===== src/rtl/updown_dir_ctrl.sv =====
// Direction controller for a registered up/down counter: synchronises and debounces
// two push-buttons, turns presses into direction changes, optional ping-pong auto-reverse.
module updown_dir_ctrl #(
  parameter int CNT_W     = 3,
  parameter int DB_CYCLES = 4
) (
  input  logic             clk,
  input  logic             rst,
  input  logic             btn_up,
  input  logic             btn_down,
  input  logic             auto_rev,
  input  logic [CNT_W-1:0] count,
  output logic             ctrl,
  output logic             dir_chg,
  output logic             up_db,
  output logic             down_db
);

  localparam int               DCW     = (DB_CYCLES > 1) ? $clog2(DB_CYCLES) : 1;
  localparam logic [DCW-1:0]   DB_LAST = DCW'(DB_CYCLES - 1);
  // Reverse one step early: the counter lands on the extreme the same edge ctrl flips.
  localparam logic [CNT_W-1:0] REV_HI  = {{(CNT_W-1){1'b1}}, 1'b0};
  localparam logic [CNT_W-1:0] REV_LO  = CNT_W'(1);

  typedef enum logic {S_DOWN = 1'b0, S_UP = 1'b1} state_t;

  // Bit 0 = up button, bit 1 = down button.
  logic [1:0]          w_raw;
  logic [1:0]          r_s1, r_s2, r_db, r_db_q;
  logic [1:0][DCW-1:0] r_dbc;
  logic [1:0]          w_press;
  state_t              r_state, w_next;
  logic                r_dir_chg;

  assign w_raw = {btn_down, btn_up};

  always_ff @(posedge clk) begin
    if (rst) begin
      r_s1   <= '0;
      r_s2   <= '0;
      r_db   <= '0;
      r_db_q <= '0;
      r_dbc  <= '0;
    end else begin
      r_s1   <= w_raw;
      r_s2   <= r_s1;
      r_db_q <= r_db;
      for (int b = 0; b < 2; b++) begin
        if (r_s2[b] != r_db[b]) begin
          if (r_dbc[b] == DB_LAST) begin
            r_db[b]  <= ~r_db[b];
            r_dbc[b] <= '0;
          end else begin
            r_dbc[b] <= r_dbc[b] + 1'b1;
          end
        end else begin
          r_dbc[b] <= '0;
        end
      end
    end
  end

  assign w_press = r_db & ~r_db_q;

  always_ff @(posedge clk) begin
    if (rst) begin
      r_state   <= S_DOWN;
      r_dir_chg <= 1'b0;
    end else begin
      r_state   <= w_next;
      r_dir_chg <= (w_next != r_state);
    end
  end

  always_comb begin
    w_next = r_state;
    if (w_press[0] && w_press[1])                    w_next = r_state;
    else if (w_press[0])                             w_next = S_UP;
    else if (w_press[1])                             w_next = S_DOWN;
    else if (auto_rev && r_state == S_UP   && count == REV_HI) w_next = S_DOWN;
    else if (auto_rev && r_state == S_DOWN && count == REV_LO) w_next = S_UP;
  end

  always_comb begin
    ctrl    = (r_state == S_UP);
    dir_chg = r_dir_chg;
    up_db   = r_db[0];
    down_db = r_db[1];
  end

endmodule

===== config.mk =====
export PLATFORM = sky130hd
export DESIGN_NAME = updown_dir_ctrl
export DESIGN_NICKNAME = d
export VERILOG_FILES = /design/src/rtl/updown_dir_ctrl.sv
export SDC_FILE = /design/constraint.sdc
export NUM_CORES = 1
export LEC_CHECK = 0
export BUFFER_PORTS_ARGS = -buffer_cell sky130_fd_sc_hd__buf_2
export CAP_MARGIN = 5
export CORE_MARGIN = 10
export CORE_UTILIZATION = 40
export CTS_CLUSTER_DIAMETER = 80
export DETAILED_ROUTE_END_ITERATION = 8
export SYNTH_ARGS = -nofsm -noshare
export SYNTH_HDL_FRONTEND = slang
export SYNTH_SLANG_ARGS = --single-unit

===== constraint.sdc =====
create_clock -name clk -period 1.5 [get_ports clk]
set_input_delay 0.075 -clock clk [delete_from_list [all_inputs] [get_ports clk]]
set_output_delay 0.075 -clock clk [all_outputs]
set_load 0.02 [all_outputs]

==> results.tsv, run 1 <==
stage	metric	value	unit
sta	Tcrit/Tclk final	87.6	%
power_and_ir_drop	Seq pwr share	56.1	%
synth	post-synth top area cell	dfxtp_1	
cts	post-cts sizing count	0	
finish	# diodes	0	
power_and_ir_drop	Sw Ratio	20.1	%
worst_setup_path	Critical Path AT	1500	ps
placement	# port buffers	11	
worst_setup_path	Worst R2R End	dir_chg	
cts	clk root buf	clkbuf_4	
worst_setup_path	worst reg-to-reg path cell count	3	
detailed_routing	drt via density	4.84	
detailed_routing	metal3 WL	48	um
floorplan	die height	56.1	um
sta	Finish-stage setup viols	0	
worst_setup_path	Req. time, crit path	1690	ps
worst_setup_path	worst r2r src	r_db[1]	
sta	setup TNS	0	ps
sta	RSZ-0062 raised after global routing	false	
detailed_routing	top sig layer	met3	
global_routing	initial antenna violation count	0	
power_and_ir_drop	Internal	0.545	mW
sta	clock skew	0.341	ps
hold_path	Worst Hold Class	input port to flip-flop	
placement	hpwl dp	672	um
finish	Syn-to-layout area delta	22.1	%
detailed_routing	Avg WL per Cell	10.8	um
global_routing	largest net degree at the start of global routing	15	
worst_setup_path	nature of the critical path startpoint	flip-flop	
detailed_routing	1st-pass router iterations	4	
sta	fin crit period	1310	ps
sta	final hold violations	0	
global_routing	Tot GR Track Use	5.14	%
cts	worst skew pair latency	270	ps
synth	post-synth net total	60	
floorplan	initial core utilization	44.6	%
synth	Syn. warnings	0	
synth	Synth Instances	50	
cts	CTS tree	built	
job	max_cap viols	0	
global_routing	vias in the first global route	326	
synth	synth unique cells	21	
cts	Num CTS Buffers	3	
detailed_routing	WL final	855	um
synth	Seq/Total Area, Yosys	53.7	%
power_and_ir_drop	Leakage	0.266	nW
worst_setup_path	crit-path max FO	6	
power_and_ir_drop	Clk pwr share	38.8	%
finish	share of cells above drive strength 1	24.6	%
floorplan	row count	12	
sta	Worst slew margin	77.0	%
finish	Nets	76	
synth	flops & latches, synth	14	
sta	final hold slack	8.00	ps
sta	final-report max-slew violation count	0	
floorplan	I/O pins	12	
global_routing	first-pass GRT wire length	1.32	mm
placement	GPL Wtd Cong	0.651	
floorplan	Die Width	56.1	um
cts	Bufs on Longest Clock Path	2	
power_and_ir_drop	peak supply drop	596	uV
power_and_ir_drop	P_sw	0.137	mW
cts	clk slew on worst S/H paths	80	ps
synth	synth top area cells	dfxtp_1, nor2b_1, nor2_1	
detailed_routing	met1 wire length	416	um
synth	Syn Area/Cell	10.4	um2
detailed_routing	metal2 WL	390	um
worst_setup_path	CP Class	flip-flop to flip-flop	
sta	Slew @ Worst Pin	341	ps
worst_setup_path	Setup crit end kind	flip-flop	
detailed_routing	via count	382	
detailed_routing	DR iter-0 viols	6	
cts	TritonCTS Sinks	14	
run_status	status	completed	
detailed_routing	drt drc	0	
cts	Setup Fix Bufs, Post-CTS	0	
synth	share of the synthesized area in the top cell type	53.7	%
worst_setup_path	worst reg2reg setup slack	190	ps
global_routing	global route overflow	0	
floorplan	area of the core	1170	um2
sta	maximum clock rate	0.761	GHz
power_and_ir_drop	power per cell area	1070	nW/um2
detailed_routing	ANT nets after route	0	
cts	Clock H-tree levels	1	
hold_path	hold path startpoint	btn_up	
synth	cell area after synthesis	522	um2
hold_path	Hold Path Depth	2	
floorplan	Die ar.	3150	um2
hold_path	sink of the worst hold path	r_s1[0]	
power_and_ir_drop	combinational fraction of design power	5.0	%
cts	Post-CTS Hold Buffers	1	
## metal layers
metal | global-route usage [%] | vias to the layer above
li1 | - | 202
met1 | 5.79 | 171
met2 | 7.09 | 9
met3 | 3.19 | 0
met4 | 3.07 | 0
met5 | 0 | -
## cell families after synthesis
logic type,after synthesis,share of synthesized area [%]
and+or+nand+nor,23,26.1
DFF,14,53.7
AOI/OAI and AO/OA,4,6.00
buffers and inverters,3,2.16
xor gates and xnor gates,2,3.36
muxes,2,3.84
adders and majority gates,2,4.80
## worst max-delay path by stage
stage                   end  slack, ps  cells after the start    start
global placement    dir_chg        230                      3  r_db[1]
finish              dir_chg        190                      3  r_db[1]
CTS                 dir_chg        180                      3  r_db[1]
floorplan           dir_chg        130                      3  r_db[1]
detailed placement  dir_chg        190                      3  r_db[1]
global route        dir_chg        110                      3  r_db[1]
## flip-flops by register name (all words and copies together), names as in the netlist
name     count
r_db         2
ctrl         1
r_s1         2
r_db_q       2
r_dbc        4
r_s2         2
dir_chg      1
## critical path, stage by stage (launching register included)
cell and delay (ps):
dfxtp_1 410, or3b_1 380, a221o_1 350, o311ai_1 80
## cells in the mapped netlist
cell       n
dfxtp_1   14
nor2_1     7
nor2b_1    6
ha_1       2
inv_1      2
mux2i_1    2
or3_1      2
xnor2_1    2
a21oi_1    1
a221o_1    1
buf_1      1
nand2_1    1
nand2b_1   1
nand4_1    1
nand4b_1   1
nor2b_2    1
nor4bb_1   1
o211ai_1   1
o311ai_1   1
or2b_1     1
or3b_1     1
## layout make-up
cell class,count,area [um2]
clock buffer,4,36.3
inverter,2,7.51
sequential,14,280
multi-input combinational,33,230
tap,14,17.5
timing repair buffer,12,65.1
fill,107,534
## cells in the final DEF, fill, tap and decap left out, types with 2 or more instances in the layout
master / netlist / routed
mux2i_1: 2 / 2
dfxtp_1: 14 / 14
clkbuf_4: 0 / 3
or3_1: 2 / 2
inv_1: 2 / 2
buf_2: 0 / 11
nor2b_1: 6 / 6
nor2_1: 7 / 7
xnor2_1: 2 / 2
ha_1: 2 / 2
## power groups by stage
stage	registers (mW)	clock network (mW)	logic [mW]
2_1_floorplan	0.393	0	0.0168
3_3_place_gp	0.392	0	0.0322
3_5_place_dp	0.392	0	0.0325
4_1_cts	0.383	0.278	0.0346
5_1_grt	0.385	0.287	0.0385
6_report	0.383	0.265	0.0342
## per-stage QoR
step	cells	total power, mW	setup WS (ps)	area (um2)	utilization (%)
6_report	79	0.683	186	637	54.4
5_1_grt	79	0.711	108	637	54.4
4_1_cts	79	0.696	177	637	54.4
3_5_place_dp	74	0.425	191	591	50.4
3_3_place_gp	74	0.424	225	591	50.4
2_1_floorplan	50	0.410	127	522	-
Power figures use the tool's default switching activity.
==> inputs of run 2 (changes only) <==
CORE_UTILIZATION = 30   (was 40)
==> run 2 against run 1 <==
Sequential power about the same; highest routed layer unchanged; cell count rose by 2.5%; register-to-register slack improved by 20 ps; critical endpoint unchanged; clock power about the same.
==> results.tsv, run 2 (synthesis gave the netlist of run 1 again) <==
stage	metric	value	unit	change
global_routing	first-pass GRT wire length	1.45	mm	+10%
placement	GPL Wtd Cong	0.620		-4.8%
floorplan	I/O pins	12		unchanged
worst_setup_path	crit-path max FO	6		unchanged
finish	Post-Layout Cell Count	81		+2.5%
placement	post-placement cell count	77		+4.1%
placement	DP Worst Slack	210	ps	+19.2 ps
floorplan	initial core utilization	30.9	%	-14 points
worst_setup_path	Setup crit end kind	flip-flop		
sta	maximum clock rate	0.771	GHz	+1.3%
cts	clk slew on worst S/H paths	90	ps	about the same
finish	Biggest register	r_dbc		
global_routing	vias in the first global route	367		+13%
cts	clk root buf	clkbuf_4		
finish	Nets	75		-1.3%
placement	# port buffers	11		unchanged
detailed_routing	1st-pass router iterations	4		unchanged
hold_path	Worst Hold Class	input port to flip-flop		
cts	Num CTS Buffers	3		unchanged
power_and_ir_drop	power per cell area	1080	nW/um2	+0.80%
job	max_cap viols	0		unchanged
sta	Slew @ Worst Pin	349	ps	+8.29 ps
run_status	status	completed		
placement	hpwl dp	665	um	-0.94%
cts	worst skew pair latency	280	ps	about the same
power_and_ir_drop	total chip power	0.681	mW	-0.19%
sta	Tcrit/Tclk final	86.4	%	-1.1 points
cts	Post-CTS Hold Buffers	0		-1
finish	commonest cells after routing, fill and taps aside	dfxtp_1, buf_2, nor2_1		
cts	CTS tree	built		
sta	worst setup margin	203	ps	+17.2 ps
finish	Post-Route Utilization	37.3	%	-17 points
finish	fillers	183		+71%
cts	post-cts sizing count	0		unchanged
floorplan	row count	15		+3
detailed_routing	drt drc	0		unchanged
sta	RSZ-0062 raised after global routing	false		
finish	# diodes	0		unchanged
global_routing	Tot GR Track Use	5.23	%	+0.091 points
placement	Area after DPL	594	um2	+0.64%
worst_setup_path	Req. time, crit path	1690	ps	about the same
detailed_routing	WL final	896	um	+4.8%
worst_setup_path	CP Class	flip-flop to flip-flop		
sta	clock skew	7.53	ps	+7.19 ps
finish	most common cell after layout, fill and taps aside	dfxtp_1		
floorplan	Die Width	61.7	um	+10%
cts	Clock H-tree levels	1		unchanged
detailed_routing	drt via density	4.79		-0.94%
sta	final-report max-slew violation count	0		unchanged
floorplan	die height	61.7	um	+10%
finish	fin area	631	um2	-0.98%
sta	final hold violations	0		unchanged
floorplan	Die ar.	3810	um2	+21%
detailed_routing	DR iter-0 viols	7		+1
worst_setup_path	nature of the critical path startpoint	flip-flop		
finish	share of cells above drive strength 1	25.0	%	+0.38 points
global_routing	global route overflow	0		unchanged
worst_setup_path	Critical Path AT	1490	ps	about the same
detailed_routing	Avg WL per Cell	11.1	um	+2.2%
sta	fin crit period	1300	ps	-17.2 ps
finish	Largest register FFs	4		unchanged
cts	Bufs on Longest Clock Path	2		unchanged
power_and_ir_drop	Leakage	0.261	nW	-1.6%
cts	Setup Fix Bufs, Post-CTS	0		unchanged
cts	TritonCTS Sinks	14		unchanged
global_routing	initial antenna violation count	0		unchanged
finish	Syn-to-layout area delta	20.9	%	
sta	final hold slack	7.09	ps	-0.911 ps
power_and_ir_drop	peak supply drop	515	uV	-14%
detailed_routing	via count	388		+1.6%
global_routing	largest net degree at the start of global routing	15		unchanged
floorplan	area of the core	1690	um2	+44%
detailed_routing	ANT nets after route	0		unchanged
sta	Finish-stage setup viols	0		unchanged
sta	setup TNS	0	ps	unchanged
sta	Worst slew margin	76.4	%	-0.56 points
## run 2: changes by cell type in the layout (fill, tap and decap cells not counted)
cell,previous run,this run
dlygate4sd3_1,1,0
## run 2: metal layers
| layer | track usage, % | vias up | part of all wire [%] |
|---|---|---|---|
| met5 | 0 | - | 0 |
| met4 | 3.82 | 0 | 0 |
| met3 | 3.46 | 0 | 13 |
| met2 | 8.49 | 16 | 44 |
| met1 | 4.56 | 170 | 43 |
| li1 | - | 202 | - |
## run 2: where the power goes
group | internal [mW] | switching (mW) | leakage (nW)
Sequential | 0.379 | 0.00407 | 0.114
Clock | 0.148 | 0.118 | 0.0210
Combinational | 0.0166 | 0.0156 | 0.126
Total | 0.544 | 0.138 | 0.261
## run 2: final cells by class
cell class / instances / area [um2] / area share, %
clock buffers: 4 / 36.3 / 5.75
well taps: 17 / 21.3 / 3.37
repair buffers: 11 / 55.1 / 8.73
inverters: 2 / 7.51 / 1.19
flip-flops and latches: 14 / 280 / 44.4
multi-input cells: 33 / 230 / 36.5
## run 2: final timing paths
check / slack [ps] / start / to / cells past startpoint
setup / recovery: 200 / r_db[1] / dir_chg / 3
hold / removal: 7 / btn_up / r_s1[0] / 2
setup reg to reg: 200 / r_db[1] / dir_chg / 3
hold reg to reg: 420 / r_dbc[2] / r_dbc[2] / 1
## run 2: critical path, stage by stage (launching register included)
cell and delay (ps):
dfxtp_1 400, or3b_1 380, a221o_1 360, o311ai_1 80
==> inputs of run 3 (changes only) <==
BUFFER_PORTS_ARGS = -buffer_cell sky130_fd_sc_hd__clkbuf_2   (was -buffer_cell sky130_fd_sc_hd__buf_2)
==> run 3 against run 2 <==
Cell count increased by 2.5%; sequential power about the same; register-to-register slack got worse by 20 ps; largest power group unchanged.
==> results.tsv, run 3 (synthesis gave the netlist of run 1 again) <==
stage	metric	value	unit	change
finish	commonest cells after routing, fill and taps aside	dfxtp_1, clkbuf_2, nor2_1		
floorplan	Die Width	61.7	um	unchanged
hold_path	hold path startpoint	rst		
placement	# port buffers	11		unchanged
placement	hpwl dp	659	um	-0.93%
worst_setup_path	max incr delay on CP	410	ps	about the same
detailed_routing	metal2 WL	393	um	unchanged
cts	TritonCTS Sinks	14		unchanged
floorplan	die height	61.7	um	unchanged
sta	maximum clock rate	0.760	GHz	-1.5%
global_routing	Tot GR Track Use	5.39	%	+0.16 points
detailed_routing	via count	392		+1.0%
power_and_ir_drop	peak supply drop	545	uV	+5.8%
hold_path	Worst Hold Class	input port to flip-flop		
floorplan	initial core utilization	30.9	%	unchanged
sta	Finish-stage setup viols	0		unchanged
cts	Bufs on Longest Clock Path	2		unchanged
worst_setup_path	worst reg2reg setup slack	180	ps	-20 ps
cts	Setup Fix Bufs, Post-CTS	0		unchanged
floorplan	row count	15		unchanged
sta	clock skew	2.40	ps	-5.14 ps
cts	worst skew pair latency	280	ps	about the same
sta	Slew @ Worst Pin	358	ps	+9.00 ps
worst_setup_path	CP Class	flip-flop to flip-flop		
worst_setup_path	worst r2r src	r_db[1]		
cts	clk root buf	clkbuf_4		
worst_setup_path	CP Cell Sequence	or3b_1, a221o_1, o311ai_1		
finish	# diodes	0		unchanged
sta	fin crit period	1320	ps	+19.1 ps
hold_path	sink of the worst hold path	r_db_q[1]		
placement	GPL Wtd Cong	0.640		+3.2%
sta	RSZ-0062 raised after global routing	false		
finish	Largest register FFs	4		unchanged
global_routing	global route overflow	0		unchanged
detailed_routing	drt via density	4.72		-1.4%
hold_path	Hold Path Depth	2		unchanged
sta	worst setup margin	184	ps	-19.1 ps
detailed_routing	Avg WL per Cell	10.4	um	-6.3%
worst_setup_path	nature of the critical path startpoint	flip-flop		
worst_setup_path	Setup crit end kind	flip-flop		
cts	Num CTS Buffers	3		unchanged
cts	clk slew on worst S/H paths	80	ps	about the same
detailed_routing	DR iter-0 viols	3		-4
finish	Biggest register	r_dbc		
sta	Worst slew margin	75.8	%	-0.61 points
sta	final-report max-slew violation count	0		unchanged
floorplan	I/O pins	12		unchanged
finish	share of cells above drive strength 1	24.2	%	-0.76 points
power_and_ir_drop	power per cell area	1060	nW/um2	-2.1%
global_routing	largest net degree at the start of global routing	15		unchanged
sta	final hold violations	0		unchanged
finish	Post-Layout Cell Count	83		+2.5%
cts	Clock H-tree levels	1		unchanged
placement	post-placement cell count	77		unchanged
worst_setup_path	critical path's slowest cell	dfxtp_1		
cts	CTS tree	built		
finish	Nets	77		+2.7%
detailed_routing	1st-pass router iterations	2		-2
detailed_routing	metal3 WL	118	um	unchanged
detailed_routing	WL final	860	um	-4.0%
sta	Tcrit/Tclk final	87.7	%	+1.3 points
worst_setup_path	Worst R2R End	dir_chg		
finish	most common cell after layout, fill and taps aside	dfxtp_1		
detailed_routing	ANT nets after route	0		unchanged
detailed_routing	met1 wire length	326	um	-15%
placement	DP Worst Slack	190	ps	-19.7 ps
global_routing	initial antenna violation count	0		unchanged
global_routing	vias in the first global route	412		+12%
detailed_routing	drt drc	0		unchanged
run_status	status	completed		
finish	Syn-to-layout area delta	24.7	%	
detailed_routing	top sig layer	met4		
worst_setup_path	crit-path max FO	6		unchanged
floorplan	Die ar.	3810	um2	unchanged
worst_setup_path	worst reg-to-reg path cell count	3		unchanged
power_and_ir_drop	total chip power	0.688	mW	+1.1%
sta	setup TNS	0	ps	unchanged
job	max_cap viols	0		unchanged
floorplan	area of the core	1690	um2	unchanged
global_routing	first-pass GRT wire length	1.52	mm	+5.2%
power_and_ir_drop	Leakage	0.268	nW	+2.4%
worst_setup_path	Req. time, crit path	1700	ps	about the same
worst_setup_path	Critical Path AT	1510	ps	+20 ps
[run 3: how the worst max path moves through the flow]
| stage | startpoint | cells past startpoint | slack (ps) | endpoint |
|---|---|---|---|---|
| floorplan | r_db[1] | 3 | 130 | dir_chg |
| global placement | r_db[1] | 3 | 240 | dir_chg |
| detailed placement | r_db[1] | 3 | 190 | dir_chg |
| CTS | r_db[1] | 3 | 160 | dir_chg |
| global route | r_db[1] | 3 | 110 | dir_chg |
| finish | r_db[1] | 3 | 180 | dir_chg |
[run 3: what timing repair did]
item / 4_1_cts / 5_1_grt
hold buffers: 2 / 0
endpoints found under the hold margin: 2 / 0
resized for setup: 0 / 0
[run 3: critical path, delay by kind of cell, from the launching register on]
family	cells	cell delay [ps]
AO/OA/AOI/OAI	2	430
flip-flops	1	410
AND/OR/NAND/NOR	1	390
[run 3: layout make-up]
type,instances,area (um2)
clock buffer,4,36.3
multi-input combinational,33,230
timing repair buffer,13,75.1
tap,17,21.3
sequential,14,280
inverter,2,7.51
fill,171,1040
[run 3: metrics by stage]
step	hold WS [ps]	utilization (%)	area, um2
finish	143	38.5	651
global route	162	38.5	651
CTS	139	38.5	651
detailed placement	289	35.2	594
global placement	283	35.2	594
floorplan	203	-	522
[run 3: per-layer routing]
metal	up-vias	track usage [%]
met5	-	0
met4	0	3.82
met3	3	3.05
met2	14	9.52
met1	173	4.43
li1	202	-
[run 3: report_power, final]
part           leakage [nW]  switching, mW  internal (mW)
Sequential            0.114        0.00395          0.379
Clock                0.0210          0.121          0.148
Combinational         0.133         0.0161         0.0200
